**src/rtl/ring_cntr_decoder.sv**
```systemverilog
// Ring counter receive-side decoder and monitor.
// Decodes a one-hot (simple ring) code and a Johnson (twisted ring) code to
// binary indices, flags illegal codes, tracks sequence continuity with a
// SYNC/LOCK state machine and keeps a saturating count of sequence errors.
module ring_cntr_decoder #(
    parameter int unsigned N     = 4,
    parameter int unsigned ERR_W = 8
) (
    input  logic                      clk,
    input  logic                      rst,
    input  logic                      in_vld,
    input  logic [N-1:0]              sr_code,
    input  logic [N-1:0]              tr_code,
    output logic                      out_vld,
    output logic [$clog2(N)-1:0]      sr_idx,
    output logic [$clog2(2*N)-1:0]    tr_idx,
    output logic                      sr_ill,
    output logic                      tr_ill,
    output logic                      seq_err,
    output logic                      locked,
    output logic [ERR_W-1:0]          err_cnt
);

    localparam int unsigned SW = $clog2(N);
    localparam int unsigned TW = $clog2(2 * N);
    localparam int unsigned CW = $clog2(N + 1);
    localparam logic [N-1:0]     ONES    = '1;
    localparam logic [ERR_W-1:0] ERR_MAX = '1;

    typedef enum logic [0:0] {StSync, StLock} state_e;

    state_e           r_state;
    logic             r_out_vld;
    logic [SW-1:0]    r_sr_idx;
    logic [TW-1:0]    r_tr_idx;
    logic             r_sr_ill;
    logic             r_tr_ill;
    logic             r_seq_err;
    logic             r_locked;
    logic [ERR_W-1:0] r_err_cnt;
    logic [SW-1:0]    r_prev_sr;
    logic [TW-1:0]    r_prev_tr;

    logic [CW-1:0]    w_sr_cnt;
    logic [SW-1:0]    w_sr_pos;
    logic             w_sr_ill;
    logic [SW-1:0]    w_sr_idx;
    logic [CW-1:0]    w_tr_cnt;
    logic [CW-1:0]    w_tr_sh;
    logic [N-1:0]     w_tr_lo;
    logic [N-1:0]     w_tr_hi;
    logic             w_tr_ill;
    logic [TW-1:0]    w_tr_idx;
    logic [SW-1:0]    w_sr_nxt;
    logic [TW-1:0]    w_tr_nxt;
    logic             w_in_seq;

    // Simple ring decode: legal only with exactly one bit set.
    always_comb begin
        w_sr_cnt = '0;
        w_sr_pos = '0;
        for (int i = 0; i < N; i++) begin
            if (sr_code[i]) begin
                w_sr_cnt = w_sr_cnt + CW'(1);
                w_sr_pos = SW'(i);
            end
        end
        w_sr_ill = (w_sr_cnt != CW'(1));
        w_sr_idx = w_sr_ill ? '0 : w_sr_pos;
    end

    // Johnson decode: msb=0 means a run of k ones from bit 0, msb=1 a run of k ones from the msb.
    always_comb begin
        w_tr_cnt = '0;
        for (int i = 0; i < N; i++) begin
            if (tr_code[i]) begin
                w_tr_cnt = w_tr_cnt + CW'(1);
            end
        end
        w_tr_sh = CW'(N) - w_tr_cnt;
        w_tr_lo = ~(ONES << w_tr_cnt);
        w_tr_hi = ONES << w_tr_sh;
        if (!tr_code[N-1]) begin
            w_tr_ill = (tr_code != w_tr_lo);
            w_tr_idx = w_tr_ill ? '0 : TW'(w_tr_cnt);
        end else begin
            w_tr_ill = (tr_code != w_tr_hi);
            w_tr_idx = w_tr_ill ? '0 : TW'(32'(2 * N) - 32'(w_tr_cnt));
        end
    end

    // Expected successor of the last accepted indices, with explicit wrap for non-power-of-2 N.
    always_comb begin
        w_sr_nxt = (r_prev_sr == SW'(N - 1))     ? '0 : r_prev_sr + SW'(1);
        w_tr_nxt = (r_prev_tr == TW'(2 * N - 1)) ? '0 : r_prev_tr + TW'(1);
        w_in_seq = !w_sr_ill && !w_tr_ill && (w_sr_idx == w_sr_nxt) && (w_tr_idx == w_tr_nxt);
    end

    // Lock FSM with registered decode outputs, error pulse and saturating error count.
    always_ff @(posedge clk) begin
        if (rst) begin
            r_state   <= StSync;
            r_out_vld <= 1'b0;
            r_sr_idx  <= '0;
            r_tr_idx  <= '0;
            r_sr_ill  <= 1'b0;
            r_tr_ill  <= 1'b0;
            r_seq_err <= 1'b0;
            r_locked  <= 1'b0;
            r_err_cnt <= '0;
            r_prev_sr <= '0;
            r_prev_tr <= '0;
        end else begin
            r_out_vld <= in_vld;
            r_seq_err <= 1'b0;
            if (in_vld) begin
                r_sr_idx <= w_sr_idx;
                r_tr_idx <= w_tr_idx;
                r_sr_ill <= w_sr_ill;
                r_tr_ill <= w_tr_ill;
                case (r_state)
                    StSync: begin
                        if (!w_sr_ill && !w_tr_ill) begin
                            r_state   <= StLock;
                            r_locked  <= 1'b1;
                            r_prev_sr <= w_sr_idx;
                            r_prev_tr <= w_tr_idx;
                        end
                    end
                    StLock: begin
                        if (w_in_seq) begin
                            r_prev_sr <= w_sr_idx;
                            r_prev_tr <= w_tr_idx;
                        end else begin
                            // Breaking sample is dropped; relock needs a fresh legal sample.
                            r_state   <= StSync;
                            r_locked  <= 1'b0;
                            r_seq_err <= 1'b1;
                            if (r_err_cnt != ERR_MAX) begin
                                r_err_cnt <= r_err_cnt + ERR_W'(1);
                            end
                        end
                    end
                    default: begin
                        r_state  <= StSync;
                        r_locked <= 1'b0;
                    end
                endcase
            end
        end
    end

    assign out_vld = r_out_vld;
    assign sr_idx  = r_sr_idx;
    assign tr_idx  = r_tr_idx;
    assign sr_ill  = r_sr_ill;
    assign tr_ill  = r_tr_ill;
    assign seq_err = r_seq_err;
    assign locked  = r_locked;
    assign err_cnt = r_err_cnt;

endmodule

```
**config.mk**
```make
export PLATFORM = sky130hd
export DESIGN_NAME = ring_cntr_decoder
export DESIGN_NICKNAME = d
export VERILOG_FILES = /design/src/rtl/ring_cntr_decoder.sv
export SDC_FILE = /design/constraint.sdc
export NUM_CORES = 1
export LEC_CHECK = 0
export ABC_AREA = 1
export CAP_MARGIN = 20
export CORE_MARGIN = 2
export CORE_UTILIZATION = 49
export DETAILED_ROUTE_END_ITERATION = 8
export GPL_TIMING_DRIVEN = 0
export HOLD_SLACK_MARGIN = 0.02
export PLACE_DENSITY = 0.76
export SLEW_MARGIN = 15
export SYNTH_ARGS = -nofsm -noshare
export SYNTH_HDL_FRONTEND = slang
export SYNTH_SLANG_ARGS = --single-unit
```
**constraint.sdc**
```tcl
create_clock -name clk -period 3.9 [get_ports clk]
set_clock_uncertainty 0.2 [all_clocks]
set_input_delay 0.78 -clock clk [delete_from_list [all_inputs] [get_ports clk]]
set_output_delay 0.78 -clock clk [all_outputs]
set_load 0.01 [all_outputs]
```
==> flow_metrics.tcl <==
set metrics [dict create \
    avgViaCountPerCell 5.19 \
    yosys_warnings 0 \
    run_status "complete, no violations" \
    clk-insertion-delay-late_ps 270 \
    cp-end-kind "flip-flop" \
    detailed_place_hpwl_mm 2.84 \
    timing.fmax_mhz 269 \
    crit_path_start_kind "input pin" \
    library_cells_used_by_synthesis 30 \
    r2r_slack_ps 1790 \
    syn_area_um2 1850 \
    worstSetupPathType "input pin to flip-flop" \
    timing.max_slew.rel_slack_pct 43.3 \
    synthesis.area_per_instance_um2 6.80 \
    gpl.final_weighted_congestion 0.875 \
    synth_fp_nets 298 \
    bufs_on_longest_clock_path 2 \
    first_pass_grt_wire_length_mm 6.56 \
    finalPower_uw 684 \
    reg2regPathDepth 7 \
    placement_cell_area_um2 2190 \
    layout_min_cycle_time_ps 3720 \
    tritoncts "yes" \
    fp.dieArea_um2 4280 \
    yosys-top-cells-area "dfxtp_1, nand2_1, ha_1" \
    grt_start_max_net_pins 15 \
    postLayoutCoreUtil_pct 67.0 \
    final_min_period_over_clock_period_pct 95.5 \
    grt_pass1_vias 1566 \
    synth.largest_area_cell "dfxtp_1" \
    routed-via-count 1877 \
    cp.required_ps 3860 \
    finish.net_count 341 \
    final-hold-violation-count 0 \
    number_of_sinks_driven_by_the_clock_tree 24 \
    cts.clk_slew.worst_paths_ps 90 \
    cts_hold_repair.buffers 0 \
    critPathLaunch "tr_code[1]" \
    report.final.slew_viol_count 0 \
    grt-ovfl-total 0 \
    ys_seq_area_share_pct 26.0 \
    post-place-cells 347 \
    placeableCoreArea_um2 3630 \
    power.leakage_uw 0.00112 \
    pin_count 29 \
    min_delay_worst_endpoint "sr_idx[0]" \
    crit_fanout 5 \
    postRouteAntennaNets 0 \
    port-buffer-count 27 \
    timing.hold.worst.start "sr_idx[0]" \
    syn_inst 272 \
    wire_length_reported_by_the_detailed_router_mm 4.09 \
    yosysTopAreaCellShare_pct 26.0 \
    die_height_um 65.5 \
    reg_to_reg_start "err_cnt[0]" \
    first_iter_violations 106 \
    arrival_ps 3690 \
    grt_usage_pct 19.0 \
    floorplan.rows 22 \
    route.detailed.drc 0 \
    synth_seq_cells 24 \
    num_antenna_cells 0 \
    clock_tree.htree_level_count 1 \
    cts_buffers 3 \
    timing.max_cap.violations 0 \
    syn2layout_area_growth_pct 31.5 \
    layout.filler_cells 335 \
    setup_viol 0 \
    antenna_violations_before_repair 0 \
    timing.hold.worst.class "flip-flop to flip-flop" \
    drive_above_1_share_pct 18.5 \
    least_margin_pin_slew_ps 846 \
    hold_path_depth 2 \
    dieWidth_um 65.5 \
    drtPass1Iterations 4 \
    final_area_um2 2430 \
    worst_r2r_endpoint "err_cnt[5]" \
    instances_no_fill 362 \
    cts-root-buf "clkbuf_8" \
    routedWlPerCell_um 11.3 \
    start_util_pct 50.9 \
    worst_ir_drop_vdd_uv 306 \
    cellPowerDensity_nw_per_um2 281 \
]
Yosys cell counts, drive strengths merged:
cell / count
or2: 1
nor3: 1
a21oi: 20
clkbuf: 4
xnor2: 4
buf: 3
dfxtp: 24
nor2: 23
nand3: 23
inv: 38
nand3b: 2
nand2: 75
o21ai: 9
xor2: 6
nor4: 1
ha: 15
a31oi: 1
nand4: 17
clkinv: 1
o211ai: 4
flip-flops by register name, indices dropped and copies added, names as in the netlist:
register	flops
r_prev_sr	2
locked	1
tr_ill	1
r_state	1
tr_idx	3
sr_ill	1
err_cnt	8
out_vld	1
r_prev_tr	3
seq_err	1
sr_idx	2
logic make-up (layout without fill, tap and decap cells):
family / after synthesis / in the layout / synth area share [%]
AOI/OAI and AO/OA: 34 / 34 / 10.0
xor gates and xnor gates: 10 / 10 / 5.14
adders and majority gates: 15 / 15 / 10.1
buffers and inverters: 46 / 88 / 10.3
DFF: 24 / 24 / 26.0
and+or+nand+nor: 143 / 143 / 38.4
cell usage in the layout (no fill, tap or decap), drive strengths merged:
cell	n
nand2	75
inv	38
dfxtp	24
clkdlybuf4s50	24
nor2	23
nand3	23
a21oi	20
nand4	17
buf	16
ha	15
o21ai	9
clkbuf	7
xor2	6
o211ai	4
xnor2	4
nand3b	2
or2	1
nor4	1
clkinv	1
nor3	1
a31oi	1
bufinv	1
dlymetal6s2s	1
final cells by class:
type / count / area, µm² / area share [%]
inverter: 39 / 154 / 6.32
clock buffer: 3 / 41.3 / 1.70
sequential: 24 / 480 / 19.7
multi-input combinational: 202 / 1270 / 52.1
clock inverter: 1 / 30.0 / 1.23
tap: 48 / 60.1 / 2.47
timing repair buffer: 38 / 355 / 14.6
buffer: 7 / 45.0 / 1.85
per-stage QoR:
stage	worst slack, ps	TNS [ps]	hold WS, ps
finish	177	0	287
global route	-82.9	-448	316
CTS	8.27	0	296
detailed placement	-924	-15140	269
global placement	-908	-14730	269
floorplan	55.7	0	256
worst max-delay path: stages:
cell and delay [ps]:
buf_6 100, inv_6 50, ha_4 280, inv_1 50, nand2_1 70, nand2_2 90
ha_4 240, nand2_1 60, o21ai_0 90, ha_1 340, inv_2 50, nand2_1 70
a21oi_2 60, nor4_4 340, nand4_1 130, nand2_1 140, nand3_1 100, nor2_2 150
nand2_4 110, nand2_4 90, buf_6 110, nand3_1 70, nand2_1 70, nor2_1 40
power breakdown:
part / internal (µW) / switching (µW) / leakage [µW]
Combinational: 88.8 / 122 / 0.000894
Sequential: 252 / 4.09 / 0.000195
Clock: 137 / 79.6 / 0.0000357
Total: 478 / 206 / 0.00112
how the worst max path moves through the flow:
| stage | cells past startpoint | to |
|---|---|---|
| after global placement | 22 | r_prev_sr[0] |
| after global routing | 24 | locked |
| after detailed placement | 22 | r_prev_sr[0] |
| after floorplan | 25 | r_prev_sr[1] |
| final | 24 | r_prev_tr[2] |
| after CTS | 27 | r_prev_tr[2] |
what timing repair did:
action,CTS,global route
setup endpoints to repair,18,16
pin swaps,4,13
buffers inserted,6,4
cloned,0,1
resized for setup,14,21
per-layer routing:
layer  vias up  routed length, µm  part of all wire, %  track usage [%]
li1        976                  -                    -                -
met1       844               1950                   48             24.7
met2        47               1910                   47             32.8
met3        10                174                  4.3             3.77
met4         0                 54                  1.3             3.65
met5         -                  0                    0                0
Note: power is estimated with default switching activity, not from simulation.
==> RTL change, RTL diff (same settings) <==
Change the parameter `ERR_W` from 8 to 9.
--- a/src/rtl/ring_cntr_decoder.sv
+++ b/src/rtl/ring_cntr_decoder.sv
@@ -6,3 +6,3 @@
     parameter int unsigned N     = 4,
-    parameter int unsigned ERR_W = 8
+    parameter int unsigned ERR_W = 9
 ) (
Ports: changed (resized err_cnt); port bits go from 29 to 30. The function was not compared with the original's and may differ.
==> RTL change against the original RTL <==
Sequential cell count up 1. Wire length up 3.4%. Total power down 5.6%. Cell area up 4.2%. Synthesized cell count up 4.8%. Final cell count up 3.0%. Clock power down 28%. Utilization down 3.1 points. Critical path type unchanged. Register-to-register slack worse by 0.37 ns. Non-clock buffer count down 6. Sequential power up 6%. Worst setup slack better by 0.062 ns. Largest cell class unchanged. Synthesized area up 8.5%.
==> RTL change: results (changes against the original RTL) <==
Run status
  – Outcome: finished, final reports clean (unchanged)

STA
  – Final hold viol count: 0 (unchanged)
  – Peak Freq: 273 MHz (was 269 MHz)
  – Headroom to the max-slew limit: 0.311 (was 0.433)

Route
  – Post-Route WL: 4230 um (was 4090 um)
  – Via/cell ratio: 5.07 (was 5.19)
  – DRT iter0 DRCs: 81 (was 106)
  – Drt pass-1 iters: 6 (was 4)

Setup path
  – CP Capture Point: err_cnt[1] (was r_prev_tr[2])
  – R2R depth: 9 (was 7)
  – Largest stage delay on the critical path: 0.29 ns (was 0.34 ns)
  – Worst R2R Setup Slack: 1.42 ns (was 1.79 ns)
  – WP data arrival: 3.67 ns (was 3.69 ns)
  – CP max stage cell: or2_2 (was ha_1)
  – Critical Path Fanout Max: 7 (was 5)
  – Reg2Reg Capture Point: err_cnt[4] (was err_cnt[5])

Power
  – Net switching power: 0.000216 W (was 0.000206 W)
  – Leakage power total: 1.14 nW (was 1.12 nW)
  – Max VDD drop: 0.204 mV (was 0.306 mV)

Yosys
  – Commonest cells post-synth: nand2_1, inv_1, nand3_1 (was nand2_1, inv_1, dfxtp_1)
  – Top area cells in the synthesized netlist: dfxtp_1, nand2_1, ha_1 (unchanged)
  – Prevailing post-synth register cell: dfxtp_1 (unchanged)
  – Post-synthesis sequential area ratio: 0.249 (was 0.260)
  – Mapped Nets: 312 (was 298)

Layout
  – Nets: 351 (was 341)
  – Fillcell total: 357 (was 335)
  – Share of layout cells above drive strength 1: 0.254 (was 0.185)
  – Max reg flops: 9 (was 8)

Placement
  – Dpl ws: -0.981 ns (was -0.924 ns)
  – HPWL Detailed: 3120 um (was 2840 um)
  – Port Buffers: 28 (was 27)
  – Placed cell area: 0.00235 sq mm (was 0.00219 sq mm)
  – GPL Wtd Cong: 0.953 (was 0.875)

Clock tree
  – Reg clk slew, reported paths: 0.09 ns (about the same)

GRT
  – First-pass GRT wire length: 6830 um (was 6560 um)
  – Vias in the first global route: 1584 (was 1566)
  – Total track usage: 0.190 (about the same)
  – Largest net degree at the start of global routing: 14 (was 15)
RTL change: cell count changes after synthesis, sizes merged, moves of 3 or more:
cell	change
o21ai	+3
nor2	+5
nand2	+5
nand3	+12
nand4	-10
RTL change: power by group through the flow:
stage | Clock, W | Combinational (W) | Sequential, W
global placement | 0 | 0.000191 | 0.000277
CTS | 0.000157 | 0.000206 | 0.000272
global route | 0.000166 | 0.000242 | 0.000273
floorplan | 0 | 0.000141 | 0.000280
detailed placement | 0 | 0.000195 | 0.000278
finish | 0.000156 | 0.000217 | 0.000272
RTL change: metal layers:
metal	GRT usage	vias to the layer above	wire length, um
met2	0.323	36	1980
met5	0	-	0
met3	0.0395	4	189
li1	-	998	-
met1	0.253	854	2030
met4	0.0300	0	28
RTL change: kinds of logic (layout without fill, tap and decap cells):
family,Yosys count,after routing,share of synthesized area
adder cells (fa/ha/maj),16,16,0.0997
AND/OR/NAND/NOR,156,158,0.401
buffers and inverters,43,79,0.0910
XOR/XNOR,11,11,0.0517
AO/OA/AOI/OAI,34,34,0.107
flip-flops,25,25,0.249
RTL change: repair_timing:
action,4_1_cts,5_1_grt
pin swaps,2,15
resized for setup,16,16
endpoints found under the setup margin,21,17
cloned,2,1
buffers inserted,0,3
RTL change: cell type report:
type | count | area [sq um] | share of cell area
flip-flops and latches | 25 | 500 | 0.197
plain buffers | 7 | 51.3 | 0.0202
inverters | 36 | 138 | 0.0543
multi-input cells | 219 | 1410 | 0.556
well taps | 50 | 62.6 | 0.0247
repair buffers | 32 | 329 | 0.130
clock buffers | 4 | 45.0 | 0.0178
RTL change: per-stage QoR:
stage / utilization / instances / hold slack, ns
floorplan: - / 285 / 0.256
global placement: 0.592 / 363 / 0.253
detailed placement: 0.592 / 363 / 0.256
CTS: 0.617 / 369 / 0.268
global route: 0.638 / 373 / 0.301
finish: 0.638 / 373 / 0.264
RTL change: worst min path at each step:
stage / from / endpoint / slack [ns] / depth (start not counted)
final: locked / locked / 0.26 / 2
after global routing: locked / locked / 0.30 / 2
after CTS: locked / locked / 0.27 / 2
after detailed placement: locked / locked / 0.26 / 2
after global placement: locked / locked / 0.25 / 2
after floorplan: r_prev_sr[1] / r_prev_sr[1] / 0.26 / 2
RTL change: worst max-delay path, delay by kind of cell:
family	cells	cell delay (ns)
and+or+nand+nor	16	1.77
AOI/OAI and AO/OA	2	0.16
adders and majority gates	3	0.63
buffers and inverters	4	0.31
